--- config.mk ---
export PLATFORM = sky130hd
export DESIGN_NAME = zero_extend_unit
export DESIGN_NICKNAME = d
export VERILOG_FILES = /design/src/rtl/zero_extend_unit.sv
export SDC_FILE = /design/constraint.sdc
export NUM_CORES = 1
export LEC_CHECK = 0
export ABC_AREA = 0
export ABC_CLOCK_PERIOD_IN_PS = 800
export BUFFER_PORTS_ARGS = -buffer_cell sky130_fd_sc_hd__clkbuf_2
export CELL_PAD_IN_SITES_DETAIL_PLACEMENT = 2
export CELL_PAD_IN_SITES_GLOBAL_PLACEMENT = 2
export CORE_ASPECT_RATIO = 1.5
export CORE_UTILIZATION = 18
export DETAILED_ROUTE_END_ITERATION = 12
export PLACE_DENSITY = 0.75
export SLEW_MARGIN = 25
export SYNTH_ARGS = -nofsm -noshare
export SYNTH_HDL_FRONTEND = slang
export SYNTH_SLANG_ARGS = --single-unit
export TNS_END_PERCENT = 100
--- constraint.sdc ---
create_clock -name clk -period 0.8 [get_ports clk]
set_input_delay 0.12 -clock clk [delete_from_list [all_inputs] [get_ports clk]]
set_output_delay 0.12 -clock clk [all_outputs]
set_load 0.02 [all_outputs]
--- src/rtl/zero_extend_unit.sv ---
// Zero-extends an unsigned immediate to the datapath word width.
// Provides a combinational result and a registered copy qualified by out_valid.
module zero_extend_unit #(
  parameter int IN_WIDTH  = 8,
  parameter int OUT_WIDTH = 16
) (
  input  logic                 clk,
  input  logic                 reset,
  input  logic [IN_WIDTH-1:0]  in,
  input  logic                 in_valid,
  output logic [OUT_WIDTH-1:0] extended,
  output logic [OUT_WIDTH-1:0] extended_q,
  output logic                 out_valid
);

  generate
    if (OUT_WIDTH < IN_WIDTH) begin : g_width_check
      $error("zero_extend_unit: OUT_WIDTH (%0d) must be >= IN_WIDTH (%0d)", OUT_WIDTH, IN_WIDTH);
    end
  endgenerate

  logic [OUT_WIDTH-1:0] extended_next;
  logic [OUT_WIDTH-1:0] extended_q_reg;
  logic                 out_valid_reg;

  genvar gi;
  generate
    for (gi = 0; gi < IN_WIDTH; gi++) begin : g_data
      assign extended_next[gi] = in[gi];
    end
    // Padding is tied to constant zero so the MSB of in never leaks upward.
    for (gi = IN_WIDTH; gi < OUT_WIDTH; gi++) begin : g_pad
      assign extended_next[gi] = 1'b0;
    end
  endgenerate

  assign extended = extended_next;

  always_ff @(posedge clk) begin
    if (reset) begin
      extended_q_reg <= '0;
      out_valid_reg  <= 1'b0;
    end else begin
      if (in_valid) begin
        extended_q_reg <= extended_next;
      end
      out_valid_reg <= in_valid;
    end
  end

  assign extended_q = extended_q_reg;
  assign out_valid  = out_valid_reg;

endmodule

==> flow_summary.ini, run 1 <==
[outcome]
status = complete, but fails checks
violations = negative setup slack

[final_layout]
diodes = 0
drive_above_1_share = 0.547
nets = 87
register_area_um2 = 191
largest_reg_flops = 8
final_util = 0.264
areaGrowthSynthToFinish_pct = 40.8
fillers = 334
multi_input_area_um2 = 176

[placement]
place_hpwl_um = 879
port_buffers = 27
gp_congestion = 0.666

[pwr]
p_int_mw = 0.957
p_comb_frac = 0.235
pwr_density_cell_nw_per_um2 = 1930
switching_share = 0.291
pwr-share-seq = 0.374
cellLeakagePower_nw = 0.367
ir_drop_v = 0.000423
power_switching_mw = 0.392
clkPwrFrac = 0.391

[sta]
fin_ws_ns = -0.00572
fin_crit_sh = 1.01
max_freq_mhz = 1240
rsz0062_at_grt = yes
finalMaxSlewViolations = 0
clock_skew_ns = 0
setup_tns_ns = -0.00773
holdWs_ns = 0.151
finalCriticalPeriod_ns = 0.806
setup_viol = 2
hold_viol_final = 0

[routing]
via_per_inst = 3.32
met1_length_um = 356
top_layer = met3
vias = 372
postRouteAntennaNets = 0
wl_met3_um = 161
drc_errors = 0
drt_wl_total_mm = 1.16
wl_per_cell_um = 10.3
drt-initial-drc-count = 9
met2_length_um = 641
firstDrtPassIters = 2

[yosys]
synth.avg_cell_area_um2 = 9.37
synthCells = 53
yosysUniqueCellTypes = 8
yosysWarnings = 0
seq_area_frac_synth = 0.363
netlist_area_um2 = 497
ys_seq_elements = 9

[worst_setup_path]
critPathCaptureType = primary output
worstPathRequired_ns = 0.68
slowest_delay_ns = 0.34
path_cells = buf_8
crit_buf_inv = 1
path_delay_family = flip-flops
path_class = reg2out
arrival_ns = 0.69
cp-start-kind = register
critical_path.slowest_cell = dfxtp_2
crit_fanout = 2

[die]
initial_core_util = 0.188
fp.dieH_um = 66.3
coreArea_um2 = 2650
die_x_um = 44.9
dieArea_um2 = 2980
rows = 23
pin_count = 44

[clock_tree]
ctsHoldBuffers = 0
cts_buffer_depth = 2
clk_latency_ns = 0.23
cts.clk_slew.worst_paths_ns = 0.05
cts_buffers = 3
clock_sinks = 9
cts_tree = built
root_buffer = clkbuf_8
htree_levels = 1

[grt]
grt-ovfl-total = 0
track_usage = 0.0825
first_global_vias = 383
grt_pass1_wl_mm = 1.68
grt_max_degree = 10
antenna_found_initial = 0

[min_path]
min_path_type = in2reg

[run]
maxCapViolCount = 0
[metrics by stage]
stage               total power [mW]  instances  instance area, µm²  setup slack (ns)
finish                          1.35        112                 699          -0.00572
global route                    1.44        112                 699           -0.0384
CTS                             1.36        111                 681           -0.0344
detailed placement             0.759        106                 538           -0.0185
global placement               0.749        106                 538            0.0313
floorplan                      0.766         68                 553             0.155
[area by class of cell]
cell class | count | share of cell area
flip-flops and latches | 9 | 0.274
multi-input cells | 33 | 0.252
repair buffers | 29 | 0.343
well taps | 37 | 0.0662
clock buffers | 4 | 0.0644
[worst paths after layout]
check | start | end | slack (ns) | cells past startpoint
hold reg to reg | extended_q[2] | extended_q[2] | 0.51 | 2
setup reg to reg | extended_q[7] | extended_q[7] | 0.06 | 3
hold / removal | in[5] | extended_q[5] | 0.15 | 3
setup / recovery | extended_q[0] | extended_q[0] | -0.006 | 1
[cell families (layout without fill, tap and decap cells)]
kind of cell / Yosys count / after routing / share of synthesized area
AND/OR/NAND/NOR: 9 / 9 / 0.0731
other: 1 / 16 / 0.00755
multiplexers: 8 / 8 / 0.161
buffers and inverters: 26 / 33 / 0.395
flip-flops: 9 / 9 / 0.363
[routing by layer]
metal,up-vias,global-route usage
met4,0,0.0455
met5,-,0
met2,33,0.156
met1,171,0.0671
met3,0,0.0355
li1,168,-
[cell usage in the layout, fill, tap and decap left out]
master / count
mux2i_1: 8
nor2_1: 8
clkbuf_8: 3
buf_8: 9
conb_1: 16
dfxtp_2: 9
clkbuf_1: 1
nor2b_1: 1
clkbuf_2: 18
buf_4: 2
[worst register-to-register path: cells and delay by family, from the launching register on]
kind,cells,cell delay (ns)
buffers and inverters,1,0.12
flip-flops,1,0.32
multiplexers,1,0.14
AND/OR/NAND/NOR,1,0.05
[repair_timing]
action | 4_1_cts | 5_1_grt
setup buffers | 1 | 1
cloned | 0 | 0
resized for setup | 27 | 9
endpoints found under the setup margin | 9 | 9
[power by group through the flow]
| stage | sequential, mW | clock [mW] | combinational [mW] |
|---|---|---|---|
| after floorplan | 0.529 | 0 | 0.237 |
| after global placement | 0.496 | 0 | 0.253 |
| after detailed placement | 0.498 | 0 | 0.261 |
| after CTS | 0.498 | 0.558 | 0.304 |
| after global routing | 0.508 | 0.595 | 0.339 |
| final | 0.505 | 0.527 | 0.318 |
[cells in the mapped netlist]
| cell | n | area (µm²) |
|---|---|---|
| clkbuf_2 | 1 | 5.00 |
| nor2b_1 | 1 | 6.26 |
| nor2_1 | 8 | 30.0 |
| mux2i_1 | 8 | 80.1 |
| buf_6 | 1 | 11.3 |
| conb_1 | 1 | 3.75 |
| dfxtp_1 | 9 | 180 |
| buf_4 | 24 | 180 |
Power figures use the tool's default switching activity.
==> inputs of run 2 (changes only) <==
- ABC_CLOCK_PERIOD_IN_PS: 800 -> 900
- clock period: 0.8 -> 0.9 ns (I/O delays scaled with it)
==> run 2 against run 1 <==
  * The run now ends clean
  * Final cell count decreased by 1.8%
  * Sequential share of layout area increased by 3.4 points
  * Combinational power decreased by 27%
  * Die area unchanged
  * Highest routed layer unchanged
==> flow_summary.ini, run 2 (synthesis results as in run 1) <==
[clock_tree]
htree_levels = 1
cts_tree = built
cts_buffer_depth = 2
clk_latency_ns = 0.23
cts_buffers = 3
cts.clk_slew.worst_paths_ns = 0.05
cts_setup_buffers = 0
root_buffer = clkbuf_8
clock_sinks = 9
ctsHoldBuffers = 0

[sta]
rsz0062_at_grt = no
hold_viol_final = 0
fin_crit_sh = 0.968
finalCriticalPeriod_ns = 0.871
clock_skew_ns = 0
setup_tns_ns = 0
max_freq_mhz = 1150
fin_ws_ns = 0.0287
finalMaxSlewViolations = 0
setup_viol = 0

[die]
initial_core_util = 0.188
rows = 23
pin_count = 44
dieArea_um2 = 2980
coreArea_um2 = 2650
fp.dieH_um = 66.3
die_x_um = 44.9

[min_path]
min-delay-start = in[5]
whs_path_depth = 3
min_path_type = in2reg
holdPathEnd = extended_q[5]

[placement]
pre_cts_ws_ns = 0.0665
dpl-instance-area_um2 = 538
gp_congestion = 0.666
port_buffers = 27
place_hpwl_um = 879

[run]
maxCapViolCount = 0

[worst_setup_path]
r2r_setup_slack_ns = 0.29
path_delay_family = flip-flops
r2r_start = extended_q[7]
cp-start-kind = register
crit_buf_inv = 1
crit_fanout = 2
reg2reg_to = extended_q[7]
rr_worst_depth = 2
worstPathRequired_ns = 0.76
path_cells = clkbuf_2
critical_path.slowest_cell = dfxtp_1
slowest_delay_ns = 0.33
critPathCaptureType = primary output
arrival_ns = 0.74
path_class = reg2out

[grt]
first_global_vias = 367
grt_max_degree = 10
grt_pass1_wl_mm = 1.56
track_usage = 0.0754
grt-ovfl-total = 0
antenna_found_initial = 0

[final_layout]
areaGrowthSynthToFinish_pct = 17.9
final_common_cell = clkbuf_2
mostFrequentLayoutCells = clkbuf_2 (23), conb_1 (16), dfxtp_1 (9)
diodes = 0
nets = 85
final_cell_area_um2 = 586
drive_above_1_share = 0.411
largest_reg_flops = 8

[routing]
via_per_inst = 3.37
firstDrtPassIters = 2
drc_errors = 0
drt-initial-drc-count = 6
vias = 371
wl_per_cell_um = 9.63
drt_wl_total_mm = 1.06
postRouteAntennaNets = 0

[pwr]
cellLeakagePower_nw = 0.330
ir_drop_v = 0.000368
pwr_density_cell_nw_per_um2 = 1930

[outcome]
status = finished, final reports clean
[run 2: layer usage]
metal	up-vias	wire [µm]	GRT usage	share of wire
met2	33	542	0.131	0.51
met5	-	0	0	0
met4	0	0	0.0455	0
met3	0	164	0.0328	0.15
met1	171	352	0.0703	0.33
li1	167	-	-	-
[run 2: how the worst max path moves through the flow]
| stage | start | endpoint | slack, ns | cells past startpoint |
|---|---|---|---|---|
| finish | extended_q[1] | extended_q[1] | 0.03 | 1 |
| global route | extended_q[1] | extended_q[1] | 0.00002 | 1 |
| CTS | extended_q[1] | extended_q[1] | 0.01 | 1 |
| detailed placement | in_valid | extended_q[7] | 0.07 | 3 |
| global placement | in_valid | extended_q[5] | 0.12 | 3 |
| floorplan | extended_q[0] | extended_q[0] | 0.25 | 2 |
[run 2: layout make-up]
cell class	instances	area (µm²)
clock buffers	4	45.0
flip-flops and latches	9	180
well taps	37	46.3
multi-input cells	33	176
repair buffers	27	138
fillers	345	2060
[run 2: where the power goes]
group / total (mW) / internal [mW] / switching [mW]
Sequential: 0.434 / 0.424 / 0.0108
Combinational: 0.232 / 0.0658 / 0.166
Clock: 0.466 / 0.309 / 0.158
[run 2: what timing repair did]
item / CTS / global route
endpoints found under the hold margin: 0 / 0
gates resized for setup: 0 / 5
setup endpoints to repair: 0 / 4
[run 2: stage by stage]
stage               instances  hold slack, ns   util  power, mW
finish                    110           0.164  0.221       1.13
global route              110           0.180  0.221       1.22
CTS                       110           0.165  0.220       1.16
detailed placement        106           0.410  0.203      0.674
global placement          106           0.389  0.203      0.666
floorplan                  68           0.282      -      0.681
==> inputs of run 3 (changes only) <==
--- a/config.mk
+++ b/config.mk
@@ -13,2 +13,3 @@
 export CORE_ASPECT_RATIO = 1.5
+export CORE_MARGIN = 2
 export CORE_UTILIZATION = 18
@@ -16,2 +17,3 @@
 export PLACE_DENSITY = 0.75
+export SKIP_CTS_REPAIR_TIMING = 1
 export SLEW_MARGIN = 25
==> constraint.sdc (replaced) <==
create_clock -name clk -period 0.9 [get_ports clk]
set_input_delay 0.045 -clock clk [delete_from_list [all_inputs] [get_ports clk]]
set_output_delay 0.045 -clock clk [all_outputs]
set_load 0.02 [all_outputs]
==> run 3 against run 2 <==
  * Clock power barely moved
  * Worst hold slack worse by 0.090 ns
  * Sequential share of layout area increased by 0.13 points
  * Maximum frequency up 9.5%
  * Sequential power barely moved
  * Wire length rose by 4.1%
==> flow_summary.ini, run 3 (synthesis results as in run 1) <==
[die]
die_x_um = 46.9
fp.dieH_um = 68.3
dieArea_um2 = 3200
rows = 23
initial_core_util = 0.188
coreArea_um2 = 2650
pin_count = 44

[final_layout]
largest_reg_flops = 8
nets = 85
diodes = 0
drive_above_1_share = 0.411
final_util = 0.220
areaGrowthSynthToFinish_pct = 17.4
mostFrequentLayoutCells = clkbuf_2 (27), conb_1 (16), dfxtp_1 (9)
final_common_cell = clkbuf_2

[pwr]
cellLeakagePower_nw = 0.328
pwr_density_cell_nw_per_um2 = 1940
ir_drop_v = 0.000628

[grt]
grt_max_degree = 10
grt_pass1_wl_mm = 1.56
first_global_vias = 361
grt-ovfl-total = 0
antenna_found_initial = 0
track_usage = 0.0725

[clock_tree]
root_buffer = clkbuf_8
cts_tree = built
cts.clk_slew.worst_paths_ns = 0.04
cts_buffer_depth = 2
htree_levels = 1
cts_buffers = 3
clk_latency_ns = 0.23
clock_sinks = 9

[placement]
gp_congestion = 0.558
port_buffers = 27
place_hpwl_um = 917

[routing]
postRouteAntennaNets = 0
wl_per_cell_um = 10.0
via_per_inst = 3.30
firstDrtPassIters = 2
vias = 363
drt-initial-drc-count = 1
drc_errors = 0
drt_wl_total_mm = 1.10

[min_path]
min_path_type = in2reg

[worst_setup_path]
critPathCaptureType = primary output
path_class = reg2out
arrival_ns = 0.75
critical_path.slowest_cell = dfxtp_1
cp-start-kind = register
crit_buf_inv = 1
path_delay_family = flip-flops
crit_fanout = 2
worstPathRequired_ns = 0.85
slowest_delay_ns = 0.34
path_cells = clkbuf_2

[outcome]
status = finished, final reports clean

[sta]
hold_viol_final = 0
max_freq_mhz = 1260
setup_viol = 0
rsz0062_at_grt = no
finalCriticalPeriod_ns = 0.796
finalMaxSlewViolations = 0
clock_skew_ns = 0
setup_tns_ns = 0
fin_crit_sh = 0.884

[run]
maxCapViolCount = 0
-- run 3: metal layers --
metal | track usage | vias to the layer above | wire length [µm]
li1 | - | 163 | -
met1 | 0.0729 | 160 | 384
met2 | 0.123 | 38 | 534
met3 | 0.0264 | 2 | 169
met4 | 0.0417 | 0 | 14
met5 | 0 | - | 0
-- run 3: power breakdown --
group | leakage, nW | switching, mW | internal (mW) | total [mW]
registers | 0.0744 | 0.0124 | 0.424 | 0.436
clock network | 0.0228 | 0.156 | 0.308 | 0.465
logic | 0.231 | 0.166 | 0.0640 | 0.230
total | 0.328 | 0.335 | 0.796 | 1.13
-- run 3: final timing paths --
kind	end	slack, ns	depth (start not counted)	from
setup reg to reg	extended_q[2]	0.30	2	extended_q[2]
hold reg to reg	extended_q[0]	0.51	2	extended_q[0]
setup / recovery	extended_q[5]	0.10	1	extended_q[5]
hold / removal	extended_q[1]	0.07	3	in[1]
-- run 3: layout make-up --
cell class | instances | area, µm²
Fill cell | 339 | 2060
Tap cell | 37 | 46.3
Clock buffer | 4 | 45.0
Sequential cell | 9 | 180
Multi-Input combinational cell | 33 | 176
Timing Repair Buffer | 27 | 135
-- run 3: per-stage QoR --
stage          cell area, µm²  setup slack [ns]  hold slack [ns]  power [mW]  cells
2_1_floorplan             553             0.255            0.192       0.681     68
3_3_place_gp              538             0.207            0.300       0.666    106
3_5_place_dp              538             0.162            0.319       0.675    106
4_1_cts                   583            0.0847           0.0726        1.16    110
5_1_grt                   583            0.0690           0.0990        1.21    110
6_report                  583             0.104           0.0734        1.13    110
